--- config.mk ---
export PLATFORM = sky130hd
export DESIGN_NAME = tl_ul_arbiter_2to1_flat
export DESIGN_NICKNAME = d
export VERILOG_FILES = /design/src/rtl/tl_ul_arbiter_2to1_if.sv /design/src/rtl/tl_ul_arbiter_2to1.sv /design/src/flat_wrapper.sv
export SDC_FILE = /design/constraint.sdc
export NUM_CORES = 1
export LEC_CHECK = 0
export ABC_AREA = 1
export ABC_CLOCK_PERIOD_IN_PS = 2600
export CORE_AREA = 2 2 157 159
export CTS_CLUSTER_SIZE = 40
export DETAILED_ROUTE_END_ITERATION = 16
export DIE_AREA = 0 0 159 161
export GPL_ROUTABILITY_DRIVEN = 1
export PLACE_DENSITY_LB_ADDON = 0.15
export SETUP_SLACK_MARGIN = 0.4
export SKIP_LAST_GASP = 1
export SLEW_MARGIN = 15
export SYNTH_ARGS = -nofsm -noshare
export SYNTH_HDL_FRONTEND = slang
export SYNTH_SLANG_ARGS = --single-unit
--- constraint.sdc ---
create_clock -name clock -period 2.6 [get_ports clock]
set_input_delay 0.52 -clock clock [delete_from_list [all_inputs] [get_ports clock]]
set_output_delay 0.52 -clock clock [all_outputs]
set_load 0.005 [all_outputs]
--- src/rtl/tl_ul_arbiter_2to1_if.sv ---
// One TileLink-UL link (A request channel + D response channel) on a 32-bit bus.
// The source width is a parameter so the same bundle serves master and slave sides.
interface tl_ul_arbiter_2to1_if #(
  parameter int SRC_W = 4
);
  logic             a_valid;
  logic             a_ready;
  logic [2:0]       a_opcode;
  logic [2:0]       a_param;
  logic [3:0]       a_size;
  logic [SRC_W-1:0] a_source;
  logic [31:0]      a_address;
  logic [3:0]       a_mask;
  logic [31:0]      a_data;

  logic             d_valid;
  logic             d_ready;
  logic [2:0]       d_opcode;
  logic [1:0]       d_param;
  logic [3:0]       d_size;
  logic [SRC_W-1:0] d_source;
  logic             d_denied;
  logic [31:0]      d_data;
  logic             d_corrupt;

  modport master (
    output a_valid, a_opcode, a_param, a_size, a_source, a_address, a_mask, a_data,
    input  a_ready,
    input  d_valid, d_opcode, d_param, d_size, d_source, d_denied, d_data, d_corrupt,
    output d_ready
  );

  modport slave (
    input  a_valid, a_opcode, a_param, a_size, a_source, a_address, a_mask, a_data,
    output a_ready,
    output d_valid, d_opcode, d_param, d_size, d_source, d_denied, d_data, d_corrupt,
    input  d_ready
  );
endinterface

--- src/rtl/tl_ul_arbiter_2to1.sv ---
// Two-master to one-slave TileLink-UL arbiter: round-robin A grant with burst lock,
// master index tagged into the slave-side source MSB, D routed back by that tag.
module tl_ul_arbiter_2to1 #(
  parameter int SRC_W        = 4,
  parameter int MAX_INFLIGHT = 4,
  parameter int MAX_SIZE     = 6
) (
  input  logic                 clock,
  input  logic                 reset,
  tl_ul_arbiter_2to1_if.slave  m0,
  tl_ul_arbiter_2to1_if.slave  m1,
  tl_ul_arbiter_2to1_if.master s
);
  // Wide enough for 1<<(MAX_SIZE-2) beats; larger illegal sizes simply wrap.
  localparam int               CNT_W     = (MAX_SIZE > 3) ? MAX_SIZE - 1 : 2;
  localparam logic [CNT_W-1:0] CNT_ONE   = CNT_W'(1);
  localparam logic [3:0]       INF_LIMIT = 4'(MAX_INFLIGHT);
  localparam logic [0:0]       ST_IDLE   = 1'b0;
  localparam logic [0:0]       ST_LOCKED = 1'b1;

  function automatic logic [CNT_W-1:0] beats_of(input logic multi, input logic [3:0] size);
    logic [15:0] b;
    b = (multi && size > 4'd2) ? (16'd1 << (size - 4'd2)) : 16'd1;
    return b[CNT_W-1:0];
  endfunction

  logic [0:0]       lock;
  logic             lock_id;
  logic             last_win;
  logic [CNT_W-1:0] a_cnt;
  logic [CNT_W-1:0] d_cnt;
  logic [1:0][3:0]  inflight;

  logic [1:0]       req_ok;
  logic [1:0]       inc;
  logic [1:0]       dec;
  logic             grant;
  logic             a_valid_g;
  logic             a_fire;
  logic             d_sel;
  logic             d_fire;
  logic             d_last;
  logic [2:0]       a_opcode_g;
  logic [3:0]       a_size_g;
  logic [CNT_W-1:0] a_beats;
  logic [CNT_W-1:0] d_beats;

  always_comb begin
    // Mid-burst the owner keeps the grant and its inflight count is not rechecked.
    if (lock == ST_LOCKED) begin
      req_ok = {m1.a_valid, m0.a_valid};
      grant  = lock_id;
    end else begin
      req_ok[0] = m0.a_valid && (inflight[0] < INF_LIMIT);
      req_ok[1] = m1.a_valid && (inflight[1] < INF_LIMIT);
      grant     = (&req_ok) ? ~last_win : req_ok[1];
    end
    a_valid_g  = !reset && req_ok[grant];
    a_fire     = a_valid_g && s.a_ready;
    a_opcode_g = grant ? m1.a_opcode : m0.a_opcode;
    a_size_g   = grant ? m1.a_size : m0.a_size;
    a_beats    = beats_of(a_opcode_g <= 3'd1, a_size_g);

    d_sel   = s.d_source[SRC_W];
    d_fire  = !reset && s.d_valid && (d_sel ? m1.d_ready : m0.d_ready);
    d_beats = beats_of(s.d_opcode == 3'd1, s.d_size);
    d_last  = (d_cnt == '0) ? (d_beats == CNT_ONE) : (d_cnt == CNT_ONE);

    inc        = '0;
    dec        = '0;
    inc[grant] = a_fire && (lock == ST_IDLE);
    dec[d_sel] = d_fire && d_last;
  end

  assign s.a_valid   = a_valid_g;
  assign s.a_opcode  = a_opcode_g;
  assign s.a_param   = grant ? m1.a_param : m0.a_param;
  assign s.a_size    = a_size_g;
  assign s.a_source  = {grant, (grant ? m1.a_source : m0.a_source)};
  assign s.a_address = grant ? m1.a_address : m0.a_address;
  assign s.a_mask    = grant ? m1.a_mask : m0.a_mask;
  assign s.a_data    = grant ? m1.a_data : m0.a_data;
  assign m0.a_ready  = !reset && s.a_ready && !grant && req_ok[0];
  assign m1.a_ready  = !reset && s.a_ready && grant && req_ok[1];

  // D path is a pure combinational steer on the tag bit.
  assign s.d_ready    = !reset && (d_sel ? m1.d_ready : m0.d_ready);
  assign m0.d_valid   = !reset && s.d_valid && !d_sel;
  assign m1.d_valid   = !reset && s.d_valid && d_sel;
  assign m0.d_opcode  = s.d_opcode;
  assign m1.d_opcode  = s.d_opcode;
  assign m0.d_param   = s.d_param;
  assign m1.d_param   = s.d_param;
  assign m0.d_size    = s.d_size;
  assign m1.d_size    = s.d_size;
  assign m0.d_source  = s.d_source[SRC_W-1:0];
  assign m1.d_source  = s.d_source[SRC_W-1:0];
  assign m0.d_denied  = s.d_denied;
  assign m1.d_denied  = s.d_denied;
  assign m0.d_data    = s.d_data;
  assign m1.d_data    = s.d_data;
  assign m0.d_corrupt = s.d_corrupt;
  assign m1.d_corrupt = s.d_corrupt;

  always_ff @(posedge clock) begin
    if (reset) begin
      lock     <= ST_IDLE;
      lock_id  <= 1'b0;
      last_win <= 1'b1;
      a_cnt    <= '0;
      d_cnt    <= '0;
      inflight <= '0;
    end else begin
      if (a_fire) begin
        if (lock == ST_IDLE) begin
          last_win <= grant;
          if (a_beats != CNT_ONE) begin
            lock    <= ST_LOCKED;
            lock_id <= grant;
            a_cnt   <= a_beats - CNT_ONE;
          end
        end else begin
          a_cnt <= a_cnt - CNT_ONE;
          if (a_cnt == CNT_ONE) lock <= ST_IDLE;
        end
      end
      if (d_fire) begin
        if (d_last)           d_cnt <= '0;
        else if (d_cnt == '0) d_cnt <= d_beats - CNT_ONE;
        else                  d_cnt <= d_cnt - CNT_ONE;
      end
      for (int n = 0; n < 2; n++)
        inflight[n] <= inflight[n] + 4'(inc[n]) - 4'(dec[n]);
    end
  end
endmodule
--- src/flat_wrapper.sv ---
// flat-port wrapper written by rule: the top's interface ports become plain ports
module tl_ul_arbiter_2to1_flat 
#(
  parameter int SRC_W        = 4,
  parameter int MAX_INFLIGHT = 4,
  parameter int MAX_SIZE     = 6
)
  (clock, reset, m0_a_valid, m0_a_opcode, m0_a_param, m0_a_size, m0_a_source, m0_a_address, m0_a_mask, m0_a_data, m0_a_ready, m0_d_valid, m0_d_opcode, m0_d_param, m0_d_size, m0_d_source, m0_d_denied, m0_d_data, m0_d_corrupt, m0_d_ready, m1_a_valid, m1_a_opcode, m1_a_param, m1_a_size, m1_a_source, m1_a_address, m1_a_mask, m1_a_data, m1_a_ready, m1_d_valid, m1_d_opcode, m1_d_param, m1_d_size, m1_d_source, m1_d_denied, m1_d_data, m1_d_corrupt, m1_d_ready, s_a_valid, s_a_opcode, s_a_param, s_a_size, s_a_source, s_a_address, s_a_mask, s_a_data, s_a_ready, s_d_valid, s_d_opcode, s_d_param, s_d_size, s_d_source, s_d_denied, s_d_data, s_d_corrupt, s_d_ready);
  tl_ul_arbiter_2to1_if #(.SRC_W(SRC_W)) m0_i ();
  tl_ul_arbiter_2to1_if #(.SRC_W(SRC_W)) m1_i ();
  tl_ul_arbiter_2to1_if #(.SRC_W(SRC_W)) s_i ();
  input  logic clock;
  input  logic reset;
  input wire logic [$bits(m0_i.a_valid)-1:0] m0_a_valid;
  input wire logic [$bits(m0_i.a_opcode)-1:0] m0_a_opcode;
  input wire logic [$bits(m0_i.a_param)-1:0] m0_a_param;
  input wire logic [$bits(m0_i.a_size)-1:0] m0_a_size;
  input wire logic [$bits(m0_i.a_source)-1:0] m0_a_source;
  input wire logic [$bits(m0_i.a_address)-1:0] m0_a_address;
  input wire logic [$bits(m0_i.a_mask)-1:0] m0_a_mask;
  input wire logic [$bits(m0_i.a_data)-1:0] m0_a_data;
  output wire logic [$bits(m0_i.a_ready)-1:0] m0_a_ready;
  output wire logic [$bits(m0_i.d_valid)-1:0] m0_d_valid;
  output wire logic [$bits(m0_i.d_opcode)-1:0] m0_d_opcode;
  output wire logic [$bits(m0_i.d_param)-1:0] m0_d_param;
  output wire logic [$bits(m0_i.d_size)-1:0] m0_d_size;
  output wire logic [$bits(m0_i.d_source)-1:0] m0_d_source;
  output wire logic [$bits(m0_i.d_denied)-1:0] m0_d_denied;
  output wire logic [$bits(m0_i.d_data)-1:0] m0_d_data;
  output wire logic [$bits(m0_i.d_corrupt)-1:0] m0_d_corrupt;
  input wire logic [$bits(m0_i.d_ready)-1:0] m0_d_ready;
  input wire logic [$bits(m1_i.a_valid)-1:0] m1_a_valid;
  input wire logic [$bits(m1_i.a_opcode)-1:0] m1_a_opcode;
  input wire logic [$bits(m1_i.a_param)-1:0] m1_a_param;
  input wire logic [$bits(m1_i.a_size)-1:0] m1_a_size;
  input wire logic [$bits(m1_i.a_source)-1:0] m1_a_source;
  input wire logic [$bits(m1_i.a_address)-1:0] m1_a_address;
  input wire logic [$bits(m1_i.a_mask)-1:0] m1_a_mask;
  input wire logic [$bits(m1_i.a_data)-1:0] m1_a_data;
  output wire logic [$bits(m1_i.a_ready)-1:0] m1_a_ready;
  output wire logic [$bits(m1_i.d_valid)-1:0] m1_d_valid;
  output wire logic [$bits(m1_i.d_opcode)-1:0] m1_d_opcode;
  output wire logic [$bits(m1_i.d_param)-1:0] m1_d_param;
  output wire logic [$bits(m1_i.d_size)-1:0] m1_d_size;
  output wire logic [$bits(m1_i.d_source)-1:0] m1_d_source;
  output wire logic [$bits(m1_i.d_denied)-1:0] m1_d_denied;
  output wire logic [$bits(m1_i.d_data)-1:0] m1_d_data;
  output wire logic [$bits(m1_i.d_corrupt)-1:0] m1_d_corrupt;
  input wire logic [$bits(m1_i.d_ready)-1:0] m1_d_ready;
  output wire logic [$bits(s_i.a_valid)-1:0] s_a_valid;
  output wire logic [$bits(s_i.a_opcode)-1:0] s_a_opcode;
  output wire logic [$bits(s_i.a_param)-1:0] s_a_param;
  output wire logic [$bits(s_i.a_size)-1:0] s_a_size;
  output wire logic [$bits(s_i.a_source)-1:0] s_a_source;
  output wire logic [$bits(s_i.a_address)-1:0] s_a_address;
  output wire logic [$bits(s_i.a_mask)-1:0] s_a_mask;
  output wire logic [$bits(s_i.a_data)-1:0] s_a_data;
  input wire logic [$bits(s_i.a_ready)-1:0] s_a_ready;
  input wire logic [$bits(s_i.d_valid)-1:0] s_d_valid;
  input wire logic [$bits(s_i.d_opcode)-1:0] s_d_opcode;
  input wire logic [$bits(s_i.d_param)-1:0] s_d_param;
  input wire logic [$bits(s_i.d_size)-1:0] s_d_size;
  input wire logic [$bits(s_i.d_source)-1:0] s_d_source;
  input wire logic [$bits(s_i.d_denied)-1:0] s_d_denied;
  input wire logic [$bits(s_i.d_data)-1:0] s_d_data;
  input wire logic [$bits(s_i.d_corrupt)-1:0] s_d_corrupt;
  output wire logic [$bits(s_i.d_ready)-1:0] s_d_ready;
  assign m0_i.a_valid = m0_a_valid;
  assign m0_i.a_opcode = m0_a_opcode;
  assign m0_i.a_param = m0_a_param;
  assign m0_i.a_size = m0_a_size;
  assign m0_i.a_source = m0_a_source;
  assign m0_i.a_address = m0_a_address;
  assign m0_i.a_mask = m0_a_mask;
  assign m0_i.a_data = m0_a_data;
  assign m0_a_ready = m0_i.a_ready;
  assign m0_d_valid = m0_i.d_valid;
  assign m0_d_opcode = m0_i.d_opcode;
  assign m0_d_param = m0_i.d_param;
  assign m0_d_size = m0_i.d_size;
  assign m0_d_source = m0_i.d_source;
  assign m0_d_denied = m0_i.d_denied;
  assign m0_d_data = m0_i.d_data;
  assign m0_d_corrupt = m0_i.d_corrupt;
  assign m0_i.d_ready = m0_d_ready;
  assign m1_i.a_valid = m1_a_valid;
  assign m1_i.a_opcode = m1_a_opcode;
  assign m1_i.a_param = m1_a_param;
  assign m1_i.a_size = m1_a_size;
  assign m1_i.a_source = m1_a_source;
  assign m1_i.a_address = m1_a_address;
  assign m1_i.a_mask = m1_a_mask;
  assign m1_i.a_data = m1_a_data;
  assign m1_a_ready = m1_i.a_ready;
  assign m1_d_valid = m1_i.d_valid;
  assign m1_d_opcode = m1_i.d_opcode;
  assign m1_d_param = m1_i.d_param;
  assign m1_d_size = m1_i.d_size;
  assign m1_d_source = m1_i.d_source;
  assign m1_d_denied = m1_i.d_denied;
  assign m1_d_data = m1_i.d_data;
  assign m1_d_corrupt = m1_i.d_corrupt;
  assign m1_i.d_ready = m1_d_ready;
  assign s_a_valid = s_i.a_valid;
  assign s_a_opcode = s_i.a_opcode;
  assign s_a_param = s_i.a_param;
  assign s_a_size = s_i.a_size;
  assign s_a_source = s_i.a_source;
  assign s_a_address = s_i.a_address;
  assign s_a_mask = s_i.a_mask;
  assign s_a_data = s_i.a_data;
  assign s_i.a_ready = s_a_ready;
  assign s_i.d_valid = s_d_valid;
  assign s_i.d_opcode = s_d_opcode;
  assign s_i.d_param = s_d_param;
  assign s_i.d_size = s_d_size;
  assign s_i.d_source = s_d_source;
  assign s_i.d_denied = s_d_denied;
  assign s_i.d_data = s_d_data;
  assign s_i.d_corrupt = s_d_corrupt;
  assign s_d_ready = s_i.d_ready;
  tl_ul_arbiter_2to1 #(.SRC_W(SRC_W), .MAX_INFLIGHT(MAX_INFLIGHT), .MAX_SIZE(MAX_SIZE)) u_core (.clock(clock), .reset(reset), .m0(m0_i), .m1(m1_i), .s(s_i));
endmodule
==> impl_metrics.py, run 1 <==
metrics = {
    "route": {
        "wl_per_cell_um": 15.3,
        "drt-vias-per-instance": 3.61,
        "drt-pass1-iter-count": 4,
        "vias": 4155,
        "drcViolationCount": 0,
        "drtIter0Drc": 131,
        "ant_nets": 0,
        "routed_wl_um": 17600,
    },
    "global_routing": {
        "grt_pass1_wl_um": 26300,
        "grt.met3_usage": 0.0457,
        "grt_util_met1": 0.154,
        "overflow": 0,
        "grt_max_degree": 12,
        "antenna_found_initial": 1,
        "top_usage_layer": "met2",
        "grt_usage": 0.132,
        "grt_use_met2": 0.238,
        "grt_pass1_vias": 4264,
    },
    "yosys": {
        "synth_area_leaders": "nand2_1 (34%), buf_4 (24%), dfxtp_1 (11%), nor2_1 (3.9%), ha_1 (3.8%)",
        "synth_top_flop_cell": "dfxtp_1",
        "ys_seq_elements": 16,
        "synth_area_per_cell_sq_um": 5.46,
        "synth_area_sq_mm": 0.00299,
        "synth_warnings": 0,
        "synth_edf_count": 0,
        "yosys.area.top_type_share": 0.339,
        "yosysTopAreaCell": "nand2_1",
        "synth.distinct_cells": 31,
        "syn_inst": 547,
        "ys_seq_area_frac": 0.107,
        "synth-async-reset-ratio": 0,
    },
    "timing": {
        "max_freq_mhz": 405,
        "grt_setup_unrepaired": "true",
        "finalClockSkew_ns": 0.00172,
        "period_share": 0.949,
        "final-hold-violation-count": 0,
        "setup_viol_count_final": 0,
        "setup_tns_ns": 0,
        "drv_slew": 0,
        "min_period_ns": 2.47,
    },
    "critical_path": {
        "crit_buf_inv": 6,
        "crit_slowest_cell": "dfxtp_2",
        "crit_fanout": 5,
        "critPathArrivalTime_ns": 2.66,
        "critPathLaunchType": "register",
        "cp.required_ns": 2.79,
        "reg2reg_depth": 22,
        "regToRegSetupSlack_ns": 0.13,
        "reg2reg_from": "u_core.inflight[6]",
        "crit_family": "simple AND/OR/NAND/NOR gates",
        "cp_cell_sequence": "inv_2 > nand2_4 > nor2_4 > nand3_4 > buf_6 > buf_12 > nand3b_1 > nand2_2 > ha_4 > nand3_4 > nor2_4 > nor2_4 > inv_2 > ha_4 > inv_2 > nor2_4 > nand3_4 > nand2_4 > inv_4 > nand2_2 > nand2_1 > nor2_1",
        "endpoint_kind": "register",
        "cp_common_cell": "nor2_4",
        "critPathMaxStageDelay_ns": 0.32,
        "path_class": "reg -> reg",
        "r2r_end": "u_core.a_cnt[0]",
    },
    "hold_path": {
        "hp-start": "u_core.lock_id",
        "hold_depth": 2,
        "hold_end": "u_core.lock_id",
        "min-delay-path-class": "reg -> reg",
    },
    "finish": {
        "syn_to_final_growth_pct": 138,
        "num-nets-final": 1056,
        "fin_cells": 1152,
        "drive_gt1_frac": 0.469,
        "fillers": 2692,
    },
    "placed_design": {
        "dp_cells": 1047,
        "port_buffers": 255,
        "hpwl_um": 12500,
        "gp_congestion": 0.743,
    },
    "pwr": {
        "p_seq_frac": 0.134,
        "switchingPower_mw": 0.637,
        "combPwrFrac": 0.688,
        "vdd_drop_max_v": 0.000191,
        "p_sw_frac": 0.334,
        "p_int_mw": 1.27,
        "clkPwrFrac": 0.178,
        "p_per_area_mw_per_mm2": 269,
        "power.leakage_nw": 3.46,
    },
    "die": {
        "fp.coreArea_sq_mm": 0.0240,
        "io_pins": 401,
        "die_w_um": 159,
        "initial_core_util": 0.125,
        "dieArea_sq_mm": 0.0256,
        "die_height_um": 161,
        "rows": 57,
    },
    "job": {
        "drv_cap": 0,
    },
    "clocking": {
        "cts.clk_slew.worst_paths_ns": 0.05,
        "clkSinkCount": 16,
        "htreeDepth": 1,
        "cts_tree": "built",
        "ctsRootBufferMaster": "clkbuf_16",
        "cts_buffer_depth": 2,
        "clk_latency_ns": 0.25,
        "numCtsBuffers": 3,
    },
    "status": {
        "status": "completed",
    },
}
-- Yosys cell counts (3+ instances only) --
cell type / instances
clkbuf_1: 13
nand2_4: 3
nand3b_1: 3
nand2_2: 11
ha_1: 9
nand2_1: 270
buf_1: 4
a21oi_1: 8
o21ai_0: 5
inv_2: 6
buf_4: 96
o21ai_2: 3
dfxtp_1: 16
inv_1: 28
nor2_4: 5
nor2_1: 31
xnor2_1: 3
nand3_1: 20
-- routing by layer --
layer | share of wire | vias up
met5 | 0 | -
met4 | 0.013 | 0
met3 | 0.084 | 12
met2 | 0.50 | 196
met1 | 0.41 | 1822
li1 | - | 2125
-- state kept, by name (all words and copies together) (netlist names) --
register and flops:
u_core.last_win 1, u_core.inflight 8, u_core.a_cnt 5, u_core.lock 1, u_core.lock_id 1
-- through the flow --
stage / setup slack [ns] / area, sq um / hold WS, ns / utilization / power [mW]
after floorplan: 0.188 / 3050 / 0.442 / - / 0.699
after global placement: -0.471 / 5540 / 0.459 / 0.231 / 1.26
after global routing: -0.0562 / 7090 / 0.493 / 0.296 / 2.04
after CTS: 0.103 / 6700 / 0.477 / 0.280 / 1.84
after detailed placement: -0.471 / 5540 / 0.457 / 0.231 / 1.26
final: 0.133 / 7100 / 0.471 / 0.296 / 1.91
-- timing repair --
item,in CTS,in global routing
hold buffers,0,0
cloned,7,1
pin swaps,56,26
endpoints found under the setup margin,102,101
resized for setup,475,86
buffers inserted,72,20
-- cells in the final DEF, fill, tap and decap left out, types with 4 or more instances in the layout --
master,Yosys,layout
a21oi_1,8,6
buf_12,0,22
buf_4,96,74
clkbuf_2,1,9
nand3_4,1,4
inv_2,6,16
buf_8,1,12
clkbuf_16,0,4
ha_4,0,5
nand3_1,20,13
dfxtp_1,16,13
nand2_2,11,79
nand2_4,3,26
buf_6,0,28
dlygate4sd2_1,0,5
buf_16,0,8
nand2_1,270,178
nor2_4,5,10
clkdlybuf4s50_1,0,167
inv_1,28,16
buf_2,1,64
nand3_2,1,5
nor2_1,31,24
-- worst reg2reg max path, cell delays in order, from the launching register on --
cell      delay (ns)
dfxtp_2         0.32
inv_2           0.06
nand2_4         0.06
nor2_4          0.12
nand3_4         0.12
buf_6           0.14
buf_12          0.12
nand3b_1        0.08
nand2_2         0.08
ha_4            0.30
nand3_4         0.07
nor2_4          0.13
nor2_4          0.05
inv_2           0.05
ha_4            0.12
inv_2           0.04
nor2_4          0.10
nand3_4         0.10
nand2_4         0.12
inv_4           0.05
nand2_2         0.04
nand2_1         0.04
nor2_1          0.09
-- worst max path at each step --
stage | cells past startpoint | startpoint | end
detailed placement | 24 | m0_a_valid | u_core.a_cnt[2]
floorplan | 21 | m0_a_valid | u_core.a_cnt[0]
global placement | 11 | m0_a_valid | m1_a_ready
CTS | 22 | u_core.inflight[6] | u_core.a_cnt[2]
finish | 22 | u_core.inflight[6] | u_core.a_cnt[0]
global route | 22 | u_core.inflight[6] | u_core.a_cnt[0]
-- power by group through the flow --
stage	combinational (mW)	sequential, mW	clock (mW)
3_5_place_dp	0.997	0.260	0
3_3_place_gp	1.00	0.260	0
4_1_cts	1.24	0.255	0.352
5_1_grt	1.42	0.256	0.363
6_report	1.31	0.256	0.340
2_1_floorplan	0.441	0.259	0
-- cell families after synthesis --
group                    after synthesis  synth area share
AO/OA/AOI/OAI                         19            0.0415
XOR/XNOR                               3           0.00880
adder cells (fa/ha/maj)                9            0.0377
buffers and inverters                150             0.314
flip-flops                            16             0.107
other                                  1           0.00126
AND/OR/NAND/NOR                      349             0.490
-- cell type report --
cell class                      count  area [sq um]  area share
Multi-Input combinational cell    382          2300       0.324
Sequential cell                    16           324      0.0457
Timing Repair Buffer              391          3830       0.539
Inverter                           34           146      0.0206
Tap cell                          324           405      0.0571
Clock buffer                        4          88.8      0.0125
Antenna cell                        1          2.50    0.000353
Note: power is estimated with default switching activity, not from simulation.
==> run 2: changes to the inputs <==
- SLEW_MARGIN: 15 -> not set
==> results of run 2 <==
Final layout, timing and power as in run 1 (identical DEF).
